### config.mk
export PLATFORM = sky130hd
export DESIGN_NAME = ras
export DESIGN_NICKNAME = d
export VERILOG_FILES = /design/src/rtl/core_types_pkg.sv /design/src/rtl/ras.sv
export SDC_FILE = /design/constraint.sdc
export NUM_CORES = 1
export LEC_CHECK = 0
export ABC_AREA = 1
export CAP_MARGIN = 20
export CORE_UTILIZATION = 55
export CTS_BUF_LIST = sky130_fd_sc_hd__clkbuf_16
export DETAILED_ROUTE_END_ITERATION = 8
export PLACE_DENSITY = 0.81
export SLEW_MARGIN = 20
export SYNTH_ARGS = -nofsm -noshare
export SYNTH_HDL_FRONTEND = slang
export SYNTH_SLANG_ARGS = --single-unit
### constraint.sdc
create_clock -name CLK -period 11 [get_ports CLK]
set_input_delay 1.65 -clock CLK [delete_from_list [all_inputs] [get_ports CLK]]
set_output_delay 1.65 -clock CLK [all_outputs]
set_load 0.05 [all_outputs]
### src/rtl/core_types_pkg.sv
// Shared core sizing constants used by the front-end prediction structures.
package core_types_pkg;

  localparam int unsigned RAS_ENTRIES      = 8;
  localparam int unsigned RAS_INDEX_WIDTH  = $clog2(RAS_ENTRIES);
  localparam int unsigned RAS_TARGET_WIDTH = 31;

endpackage

### src/rtl/ras.sv
// Return address stack: circular flop array with top pointer, saturating
// occupancy count and single-cycle checkpoint restore.
module ras #(
  parameter int unsigned RAS_ENTRIES      = core_types_pkg::RAS_ENTRIES,
  parameter int unsigned RAS_INDEX_WIDTH  = $clog2(RAS_ENTRIES),
  parameter int unsigned RAS_TARGET_WIDTH = core_types_pkg::RAS_TARGET_WIDTH
) (
  input  logic                          CLK,
  input  logic                          RST,
  input  logic                          push_valid,
  input  logic [RAS_TARGET_WIDTH-1:0]   push_target,
  input  logic                          pop_valid,
  input  logic                          restore_valid,
  input  logic [RAS_INDEX_WIDTH-1:0]    restore_index,
  input  logic [RAS_INDEX_WIDTH:0]      restore_count,
  output logic [RAS_TARGET_WIDTH-1:0]   top_target,
  output logic [RAS_INDEX_WIDTH-1:0]    top_index,
  output logic [RAS_INDEX_WIDTH:0]      count,
  output logic                          empty
);

  localparam int unsigned IW = RAS_INDEX_WIDTH;
  localparam int unsigned CW = RAS_INDEX_WIDTH + 1;
  localparam int unsigned TW = RAS_TARGET_WIDTH;
  localparam logic [CW-1:0] CNT_MAX = CW'(RAS_ENTRIES);

  logic [TW-1:0] ent_q [RAS_ENTRIES];
  logic [TW-1:0] ent_d [RAS_ENTRIES];
  logic [IW-1:0] top_q, top_d;
  logic [CW-1:0] cnt_q, cnt_d;
  logic [IW-1:0] top_inc;

  assign top_inc = top_q + IW'(1);

  // Next state: restore wins, then push+pop (replace top), push, pop.
  always_comb begin
    top_d = top_q;
    cnt_d = cnt_q;
    ent_d = ent_q;
    if (restore_valid) begin
      top_d = restore_index;
      cnt_d = (restore_count > CNT_MAX) ? CNT_MAX : restore_count;
    end else if (push_valid && pop_valid) begin
      ent_d[top_q] = push_target;
      if (cnt_q == '0) begin
        cnt_d = CW'(1);
      end
    end else if (push_valid) begin
      top_d        = top_inc;
      ent_d[top_inc] = push_target;
      if (cnt_q != CNT_MAX) begin
        cnt_d = cnt_q + CW'(1);
      end
    end else if (pop_valid && (cnt_q != '0)) begin
      top_d = top_q - IW'(1);
      cnt_d = cnt_q - CW'(1);
    end
  end

  always_ff @(posedge CLK or posedge RST) begin
    if (RST) begin
      top_q <= '0;
      cnt_q <= '0;
      for (int i = 0; i < int'(RAS_ENTRIES); i++) begin
        ent_q[i] <= '0;
      end
    end else begin
      top_q <= top_d;
      cnt_q <= cnt_d;
      for (int i = 0; i < int'(RAS_ENTRIES); i++) begin
        ent_q[i] <= ent_d[i];
      end
    end
  end

  assign top_target = ent_q[top_q];
  assign top_index  = top_q;
  assign count      = cnt_q;
  assign empty      = (cnt_q == '0);

endmodule

Word-level counts from Yosys, hierarchy flattened --
Cells that the tools add are included.
Storage, ports and cells: bits in registers 255, latch bits 0, bits in writable memories 0, ROM bits 0, bits of input ports 43, output and inout bits 39, memories 0
Cells by class: add/subtract/negate cells 4, $mul 0, div/mod/pow operators 0, order comparisons 5, equal/unequal tests 4, shifts and indexed selects 0, muxes and demuxes 22, bitwise logic cells 3, reduce and logical (&&, ||, !) cells 12
Operators by type and width (number):
- $bwmux W248 | 2
- $mux W248 | 2
- $demux W31 S3 | 2
- $mux W31 | 4
- $bmux W31 S3 | 1
- $mux W4 | 7
- $mux W3 | 4
- $ge A4 B4 Y1 const B | 2
- $lt A4 B1 Y1 const B | 2
- $not A3 Y4 | 2
- $reduce_bool A4 Y1 | 2
- $add A4 B1 Y4 const B | 1
- $gt A4 B4 Y1 const B | 1
- $logic_and A1 B1 Y1 | 4
- $logic_not A4 Y1 | 1
- $ne A4 B1 Y1 const B | 1
- $ne A4 B4 Y1 const B | 1
- $reduce_and A2 Y1 | 2
- $sub A4 B1 Y4 const B | 1
- $add A3 B1 Y3 const B | 1
- $ne A3 B3 Y1 const B | 1
- $reduce_and A3 Y1 | 1
- $reduce_bool A3 Y1 | 1
- $sub A3 B1 Y3 const B | 1
- other kinds (3) | 3

Longest topological paths before layout --
Gate-level depths: netlist of run 1.
word-level depth 9, gate-level depth with buffers 13, mapped depth without buffers 10

Worst setup path after synthesis of run 1 --
OpenSTA, ideal clock, no wires.
path kind flip-flop to output port, start reg top_q[0] (netlist: top_index[0]), end out top_target[19], data arrival time 1.811 ns, data required time 9.350 ns, path slack 7.539 ns, cell stages (with the launch flop) 8, buffers on the path 3, path through dfrtp_1 buf_6 buf_2 buf_2 nand2_1 a21oi_1 o21ai_0 nand2_1
Between the ends: word-level cells in the longest chain between the ends 4
RTL lines:
- start: declaration | RTL line ras.sv:29 | logic [IW-1:0] top_q, top_d;
- start signal: assignment | RTL line ras.sv:68 | top_q <= top_d;
- $not A3 Y4 (not written as such) | RTL line ras.sv:76 | assign top_target = ent_q[top_q];
- $bmux W31 S3 | RTL line ras.sv:76
- $mux W31 (not written as such) (2 in series) | RTL line ras.sv:76
- end: declaration | RTL line ras.sv:16 | output logic [RAS_TARGET_WIDTH-1:0] top_target,
No other way between the ends. The select of a mux whose other input is x is not followed.

Worst setup path in the final report of run 1 --
start reg top_q[0] (netlist: top_index[0]), end out top_target[17]
The elaborated chain is that of the path after synthesis.

==> impl_metrics.yaml, run 1 <==
clock_tree:
  cts_buffer_depth: 3
  root_buffer: "clkbuf_16"
  post_cts_resized: 0
  cts_max_level: 1
  cts_hold_buf: 0
  clk_latency_ps: 530
  path_clk_slew_ps: 60
  postCtsSetupBuffers: 0
  cts_tree: "built"
  cts_made_buffers: 27
  clock-sinks: 255
power_and_ir_drop:
  p_switching_mw: 1.56
  seqPwrFrac: 0.413
  fin_total_pwr_mw: 3.92
  swShare: 0.397
  p_comb_frac: 0.366
  clkPwrFrac: 0.221
  ir_drop_v: 0.000191
  internal_power_mw: 2.36
  power_density_mw_per_mm2: 278
  power.leakage_nw: 6.92
floorplan:
  coreArea_mm2: 0.0226
  io_pins: 82
  initial_core_util: 0.562
  row_count: 55
  die_height_um: 154
  die-area_mm2: 0.0237
  die_x_um: 154
routing:
  drt_iter0_markers: 1021
  drt_wl_total_mm: 34.4
  firstDrtPassIters: 5
  drc: 0
  num_vias: 11200
  wl_per_cell_um: 17.8
  ant_nets: 0
  avgViaCountPerCell: 5.80
synth:
  ys_ff_latch: 255
  netlist_instances: 1623
  ys_seq_area_frac: 0.502
  yosysWarnings: 0
  netlist_area_mm2: 0.0127
  ys_types: 30
  avgSynthCellArea_um2: 7.83
  syn_nets: 1671
setup_path:
  cp_max_fo: 77
  start_kind: "flop"
  timing.rr.start: "top_index[0]"
  cp_slowest_cell: "clkdlybuf4s50_1"
  r2r_end: "ent_q[66]"
  reg2reg_slack_ps: 6300
  cp_cell_sequence: "inv_4 > buf_4 > nand2_1 > a21oi_1 > o21ai_0 > nand2_1 > clkdlybuf4s50_1"
  reg2reg_depth: 12
  crit_type: "reg -> out"
  crit_family: "buffers and inverters"
  critPathArrivalTime_ps: 4160
  cpPeakStageDelay_ps: 810
  cpMostUsedCell: "nand2_1"
  worst-path-stages: 7
  path_buf_inv: 3
  required_ps: 9350
  worst_setup_path_end_kind: "primary output"
hold_path:
  hold_path.class: "reg -> reg"
  hold_depth: 2
  holdPathEnd: "ent_q[69]"
  min_from: "ent_q[69]"
final_layout:
  regArea_mm2: 0.00639
  syn2layout_area_growth_pct: 10.8
  final_common_cell: "nand2_1"
  layout_common_cells: "695 x nand2_1, 253 x dfrtp_1, 145 x nand3_1, 126 x a21oi_1, 103 x o21ai_0"
  final_cells: 1934
  multiInputGateArea_mm2: 0.00539
  fillCellCount: 1963
  drive_gt1_frac: 0.0655
  num-nets-final: 1684
  antennaDiodeCount: 0
sta:
  fin_crit_ps: 5810
  rsz0062_at_grt: "no"
  fin_ws_ps: 5190
  slew_headroom: 0.354
  worstMarginPinSlew_ps: 969
  hold_viol_final: 0
  setup_viol: 0
  maxSlewViolCount: 0
  fin_tns_setup_ps: 0
  fmax_mhz: 172
  fin_skew_ps: 15.5
  period_share: 0.529
placed_design:
  dp_hpwl_mm: 18.0
  dp.cells: 1892
  gp_congestion: 0.828
  numPortBuffers: 81
  pre_cts_ws_ps: 5780
global_route:
  grt_max_degree: 109
  grt_pass1_vias: 10900
  grt_pass1_wl_mm: 55.8
  track_usage: 0.293
  antenna_found_initial: 1
  grt_overflow: 0
job:
  maxCapViolCount: 0
status:
  run_status: "finished, final reports clean"
## routing by layer
layer	track usage	wire, µm	up-vias
li1	-	-	5274
met1	0.394	14100	5360
met2	0.495	16600	522
met3	0.0369	2840	67
met4	0.0914	711	2
met5	0	13	-
## kinds of logic (layout without fill, tap and decap cells)
logic type	after synthesis	count (layout)	synth area share
XOR/XNOR	2	2	0.00138
buffers and inverters	165	191	0.0740
adder cells (fa/ha/maj)	5	5	0.00551
AO/OA/AOI/OAI	328	328	0.140
AND/OR/NAND/NOR	868	868	0.277
flip-flops	255	255	0.502
## worst reg2reg max path, stage by stage, from the launching register on
cell	delay, ps
dfrtp_4	960
buf_4	790
ha_1	320
inv_1	50
nand2_2	70
nand2_4	100
inv_2	70
nand3_1	70
nand2_2	700
nand2_1	800
buf_4	480
nand2_1	110
nand2_1	60
## Yosys cell counts
cell type  instances  share of area
nand2_4            4         0.0035
o21ai_2           27          0.019
nand2_1          695           0.21
a21boi_0           1        0.00059
xnor2_1            1        0.00069
buf_1              3        0.00089
buf_4             21          0.012
a21oi_4            2         0.0026
inv_1             48          0.014
o211ai_1           1        0.00059
nor2_1             9         0.0027
inv_2              3        0.00089
buf_2             54          0.021
inv_4              1        0.00049
nand2_2            9         0.0044
a21oi_2            4         0.0028
xor2_1             1        0.00069
a21oi_1          126          0.050
ha_1               4         0.0039
nand3_2            3         0.0024
or2_2              1        0.00049
fa_1               1         0.0016
nand4_1            1        0.00049
clkbuf_1          12         0.0035
dfrtp_1          255           0.50
o21ai_0          103          0.041
nor2_2             1        0.00049
o21ai_1           64          0.025
nand3_1          145          0.057
buf_6             23          0.020
## area by class of cell
cell class,count,area share
clock inverter,15,0.00986
tap,285,0.0253
multi-input combinational,1203,0.383
timing repair buffer,97,0.0661
sequential,255,0.453
clock buffer,27,0.0480
inverter,52,0.0146
## power groups by stage
| stage | sequential [mW] | clock (mW) | combinational [mW] |
|---|---|---|---|
| final | 1.62 | 0.866 | 1.43 |
| after global routing | 1.67 | 0.906 | 1.59 |
| after CTS | 1.61 | 0.875 | 1.43 |
| after detailed placement | 1.62 | 0 | 1.42 |
| after global placement | 1.61 | 0 | 1.38 |
| after floorplan | 1.58 | 0 | 1.07 |
## sequential cells by signal, summed over array words and instances, names as in the netlist
name       cells
top_index      3
count          4
ent_q        248
## worst max-delay path by stage
stage,startpoint,endpoint,slack [ps]
2_1_floorplan,RST,count[0],2340
3_3_place_gp,top_index[0],top_target[26],5860
3_5_place_dp,top_index[0],top_target[17],5780
4_1_cts,top_index[0],top_target[17],5220
5_1_grt,top_index[0],top_target[19],5010
6_report,top_index[0],top_target[17],5190
## metrics by stage
stage / area (µm²) / util / hold WS (ps)
6_report: 14100 / 0.622 / 471
3_5_place_dp: 13300 / 0.586 / 458
2_1_floorplan: 12700 / - / 442
4_1_cts: 14100 / 0.622 / 473
5_1_grt: 14100 / 0.622 / 486
3_3_place_gp: 13300 / 0.586 / 453
No activity file was read; power rests on OpenSTA's default activity.
==> run 2: changes to the inputs <==
clock period = 5.9 ns   (was 11 ns; I/O delays follow)
==> run 2 against run 1 <==
Net effect:
- worst setup slack worse by 4100 ps
- clock power increased by 96%
- routed wire length shrank 2.1%
- largest cell class unchanged
==> impl_metrics.yaml, run 2 (synthesized netlist as in run 1, its figures left out) <==
sta:
  fin_crit_ps: 4760
  fmax_mhz: 210
  slew_headroom: 0.258
  fin_skew_ps: 12.9
  rsz0062_at_grt: "no"
  hold_viol_final: 0
  worstMarginPinSlew_ps: 1110
  setup_viol: 0
  maxSlewViolCount: 0
  fin_tns_setup_ps: 0
  hold_slack_ps: 472
  period_share: 0.807
clock_tree:
  cts_tree: "built"
  clock-sinks: 255
  root_buffer: "clkbuf_16"
  clk_latency_ps: 540
  cts_made_buffers: 27
  cts_hold_buf: 0
  post_cts_resized: 0
  path_clk_slew_ps: 60
  cts_buffer_depth: 3
  cts_max_level: 1
  postCtsSetupBuffers: 0
floorplan:
  coreArea_mm2: 0.0226
  die_height_um: 154
  row_count: 55
  io_pins: 82
  die_x_um: 154
  die-area_mm2: 0.0237
  initial_core_util: 0.562
placed_design:
  dp_hpwl_mm: 18.7
  dp.cells: 1891
  place_area_mm2: 0.0133
  gp_congestion: 0.843
  numPortBuffers: 81
setup_path:
  cp_slowest_cell: "inv_4"
  cp_cell_sequence: "inv_4 > buf_4 > nand2_1 > a21oi_1 > o21ai_0 > nand2_1 > clkdlybuf4s50_1"
  worst_setup_path_end_kind: "primary output"
  cp_max_fo: 89
  cpMostUsedCell: "nand2_1"
  required_ps: 5020
  crit_type: "reg -> out"
  cpPeakStageDelay_ps: 840
  critPathArrivalTime_ps: 3880
  start_kind: "flop"
final_layout:
  top_register: "ent_q"
  antennaDiodeCount: 0
  syn2layout_area_growth_pct: 11.4
  final_common_cell: "nand2_1"
  drive_gt1_frac: 0.0695
  regArea_mm2: 0.00639
  final_area_mm2: 0.0142
  largest_reg_flops: 248
  final_cells: 1939
  num-nets-final: 1683
  layout_common_cells: "694 x nand2_1, 253 x dfrtp_1, 145 x nand3_1, 126 x a21oi_1, 103 x o21ai_0"
  fillCellCount: 1935
  multiInputGateArea_mm2: 0.00539
routing:
  wl_per_cell_um: 17.3
  drt_wl_total_mm: 33.6
  firstDrtPassIters: 5
  num_vias: 11300
  ant_nets: 0
  drc: 0
  avgViaCountPerCell: 5.85
  drt_iter0_markers: 1080
global_route:
  grt_pass1_wl_mm: 55.4
  grt_pass1_vias: 10800
  antenna_found_initial: 0
  track_usage: 0.289
  busiest_layer: "met2"
  grt_overflow: 0
  grt_max_degree: 183
  met3_usage: 0.0414
  met2_usage: 0.469
  met1_usage: 0.399
power_and_ir_drop:
  ir_drop_v: 0.000427
  p_switching_mw: 2.94
  clkPwrFrac: 0.230
  power_density_mw_per_mm2: 523
  internal_power_mw: 4.47
  p_comb_frac: 0.361
  seqPwrFrac: 0.409
  power.leakage_nw: 6.93
  swShare: 0.397
job:
  maxCapViolCount: 0
status:
  run_status: "finished, final reports clean"
hold_path:
  hold_path.class: "reg -> reg"
## run 2: cell count changes in the layout (fill, tap and decap cells not counted)
cell	delta
buf_12	+1
nand2_2	+1
clkinv_2	+1
inv_8	-1
buf_8	+1
nand2_1	-1
inv_1	-1
buf_4	-3
inv_6	+1
clkinvlp_4	+5
bufinv_16	+1
## run 2: layer usage
metal | up-vias | wire length, µm
li1 | 5286 | -
met1 | 5442 | 14000
met2 | 552 | 16000
met3 | 68 | 2930
met4 | 0 | 755
met5 | - | 0
## run 2: worst max-delay path, delay by kind of cell, from the launching register on
family / cells / cell delay [ps]
buffers and inverters: 3 / 2040
flip-flops: 1 / 760
AO/OA/AOI/OAI: 2 / 240
AND/OR/NAND/NOR: 2 / 220
## run 2: path summary, 6_finish.rpt
| check | from | to | slack, ps | depth (start not counted) |
|---|---|---|---|---|
| min | ent_q[61] | ent_q[61] | 470 | 2 |
| min reg2reg | ent_q[61] | ent_q[61] | 470 | 2 |
| min in group asynchronous | RST | ent_q[74] | 930 | 3 |
| max | top_index[0] | top_target[12] | 1140 | 7 |
| max reg2reg | top_index[0] | ent_q[58] | 1680 | 9 |
| max in group asynchronous | RST | top_index[0] | 3990 | 3 |
## run 2: power groups by stage
stage	Combinational [mW]	Clock (mW)	Sequential, mW
2_1_floorplan	1.99	0	2.94
3_3_place_gp	2.57	0	3.01
3_5_place_dp	2.65	0	3.03
4_1_cts	2.68	1.72	3.01
5_1_grt	2.97	1.79	3.12
6_report	2.67	1.70	3.03
## run 2: area by class of cell
| cell class | count | area share |
|---|---|---|
| inverter | 52 | 0.0142 |
| sequential | 255 | 0.451 |
| tap | 285 | 0.0252 |
| clock inverter | 21 | 0.0148 |
| timing repair buffer | 96 | 0.0666 |
| multi-input combinational | 1203 | 0.381 |
| clock buffer | 27 | 0.0477 |
## run 2: metrics by stage
| step | total power, mW | setup slack, ps | utilization |
|---|---|---|---|
| finish | 7.41 | 1140 | 0.626 |
| global route | 7.88 | 953 | 0.626 |
| floorplan | 4.93 | 1660 | - |
| detailed placement | 5.68 | 1750 | 0.587 |
| CTS | 7.41 | 1150 | 0.626 |
| global placement | 5.58 | 1680 | 0.586 |
==> run 3: changes to the inputs <==
clock period = 4.5 ns   (was 5.9 ns; I/O delays follow)
==> run 3 against run 2 <==
Net effect:
- power increased by 29%
- clock power increased by 20%
- sequential power increased by 30%
- largest cell class unchanged
- routed wire length increased by 3.5%
- critical endpoint is now top_target[29]
- worst setup slack got worse by 340 ps
- combinational power increased by 35%
- die area unchanged
- hold slack got worse by 0.54 ps
- via count increased by 0.12%
- design area increased by 0.26%
- utilization increased by 0.16 points
- largest power group unchanged
==> impl_metrics.yaml, run 3 (synthesized netlist as in run 1, its figures left out) <==
status:
  run_status: "finished, final reports clean"
setup_path:
  cpMostUsedCell: "nand2_1"
  worst_setup_path_end_kind: "primary output"
  start_kind: "flop"
  cpPeakStageDelay_ps: 820
  worst-path-stages: 7
  timing.rr.start: "top_index[0]"
  cp_max_fo: 56
  required_ps: 3830
  cp_slowest_cell: "clkdlybuf4s50_1"
  path_buf_inv: 3
  crit_family: "buffers and inverters"
  startpoint: "top_index[0]"
  critPathCapture: "top_target[29]"
  reg2reg_slack_ps: 1610
  critPathArrivalTime_ps: 3020
  reg2reg_depth: 10
  r2r_end: "ent_q[92]"
  crit_type: "reg -> out"
  cp_cell_sequence: "inv_4 > buf_12 > nand2_1 > a21oi_1 > o21ai_0 > nand2_1 > clkdlybuf4s50_1"
power_and_ir_drop:
  internal_power_mw: 5.71
  ir_drop_v: 0.000435
  swShare: 0.403
  power.leakage_nw: 6.98
  seqPwrFrac: 0.411
  clkPwrFrac: 0.213
  p_switching_mw: 3.86
  p_comb_frac: 0.376
  power_density_mw_per_mm2: 674
clock_tree:
  path_clk_slew_ps: 60
  clock-sinks: 255
  cts_buffer_depth: 3
  cts_hold_buf: 0
  postCtsSetupBuffers: 0
  post_cts_resized: 0
  cts_max_level: 1
  cts_tree: "built"
  clk_latency_ps: 530
  root_buffer: "clkbuf_16"
  cts_made_buffers: 27
routing:
  ant_nets: 0
  drt_iter0_markers: 1178
  num_vias: 11400
  drt_wl_total_mm: 34.8
  drc: 0
  wl_per_cell_um: 17.9
  firstDrtPassIters: 7
  avgViaCountPerCell: 5.83
floorplan:
  die-area_mm2: 0.0237
  die_x_um: 154
  coreArea_mm2: 0.0226
  die_height_um: 154
  row_count: 55
  io_pins: 82
  initial_core_util: 0.562
placed_design:
  numPortBuffers: 81
  place_area_mm2: 0.0134
  gp_congestion: 0.825
  dp_hpwl_mm: 19.4
  dp.cells: 1903
hold_path:
  hold_path.class: "reg -> reg"
sta:
  fin_skew_ps: 8.51
  rsz0062_at_grt: "no"
  fin_crit_ps: 3700
  maxSlewViolCount: 0
  hold_slack_ps: 471
  setup_viol: 0
  worstMarginPinSlew_ps: 948
  fin_tns_setup_ps: 0
  hold_viol_final: 0
  slew_headroom: 0.368
  period_share: 0.822
  fmax_mhz: 270
final_layout:
  final_common_cell: "nand2_1"
  num-nets-final: 1695
  final_area_mm2: 0.0142
  fillCellCount: 1938
  top_register: "ent_q"
  final_cells: 1950
  drive_gt1_frac: 0.0721
  syn2layout_area_growth_pct: 11.7
  antennaDiodeCount: 0
  largest_reg_flops: 248
  layout_common_cells: "695 x nand2_1, 253 x dfrtp_1, 145 x nand3_1, 126 x a21oi_1, 103 x o21ai_0"
  final_core_util: 0.627
global_route:
  grt_max_degree: 137
  track_usage: 0.303
  grt_pass1_vias: 11100
  grt_overflow: 0
  grt_pass1_wl_mm: 57.4
  antenna_found_initial: 0
job:
  maxCapViolCount: 0
run 3: cell types whose count changed in the layout (fill, tap and decap cells not counted):
cell,previous run,this run
clkinv_4,0,1
nand2_2,10,9
buf_12,1,5
inv_1,51,54
inv_6,1,0
buf_8,1,0
clkinv_1,3,5
buf_4,13,22
clkinvlp_4,5,2
bufinv_16,4,1
nand2_1,694,695
run 3: power groups by stage:
stage / registers (mW) / logic [mW] / clock network, mW
final: 3.93 / 3.60 / 2.04
after global routing: 4.04 / 3.97 / 2.16
after CTS: 3.91 / 3.60 / 2.06
after detailed placement: 3.93 / 3.58 / 0
after global placement: 3.90 / 3.47 / 0
after floorplan: 3.86 / 2.60 / 0
run 3: worst min path at each step:
stage | start | endpoint | slack [ps] | cells after the start
2_1_floorplan | ent_q[27] | ent_q[27] | 440 | 2
3_3_place_gp | ent_q[41] | ent_q[41] | 450 | 2
3_5_place_dp | ent_q[71] | ent_q[71] | 460 | 2
4_1_cts | ent_q[121] | ent_q[121] | 470 | 2
5_1_grt | ent_q[10] | ent_q[10] | 490 | 2
6_report | ent_q[29] | ent_q[29] | 470 | 2
run 3: worst reg2reg max path, delay by kind of cell (launching register included):
kind / cells / cell delay [ps]
adders and majority gates: 1 / 330
buffers and inverters: 4 / 1200
and+or+nand+nor: 5 / 750
DFF: 1 / 500
run 3: stage by stage:
stage / total power [mW] / setup WS [ps]
after global routing: 10.2 / 650
after floorplan: 6.46 / 467
after global placement: 7.38 / 1440
after detailed placement: 7.51 / 1380
final: 9.57 / 800
after CTS: 9.57 / 796
run 3: layout make-up:
| cell class | instances | area [µm²] | area share |
|---|---|---|---|
| Clock buffer | 27 | 676 | 0.0476 |
| Tap cell | 285 | 357 | 0.0251 |
| Inverter | 52 | 201 | 0.0142 |
| Timing Repair Buffer | 108 | 1080 | 0.0758 |
| Multi-Input combinational cell | 1203 | 5390 | 0.380 |
| Clock inverter | 20 | 115 | 0.00810 |
| Sequential cell | 255 | 6390 | 0.450 |
run 3: layer usage:
metal / track usage / routed length [µm]
met1: 0.412 / 14100
met2: 0.488 / 16500
met3: 0.0499 / 3100
met4: 0.120 / 1120
met5: 0 / 0
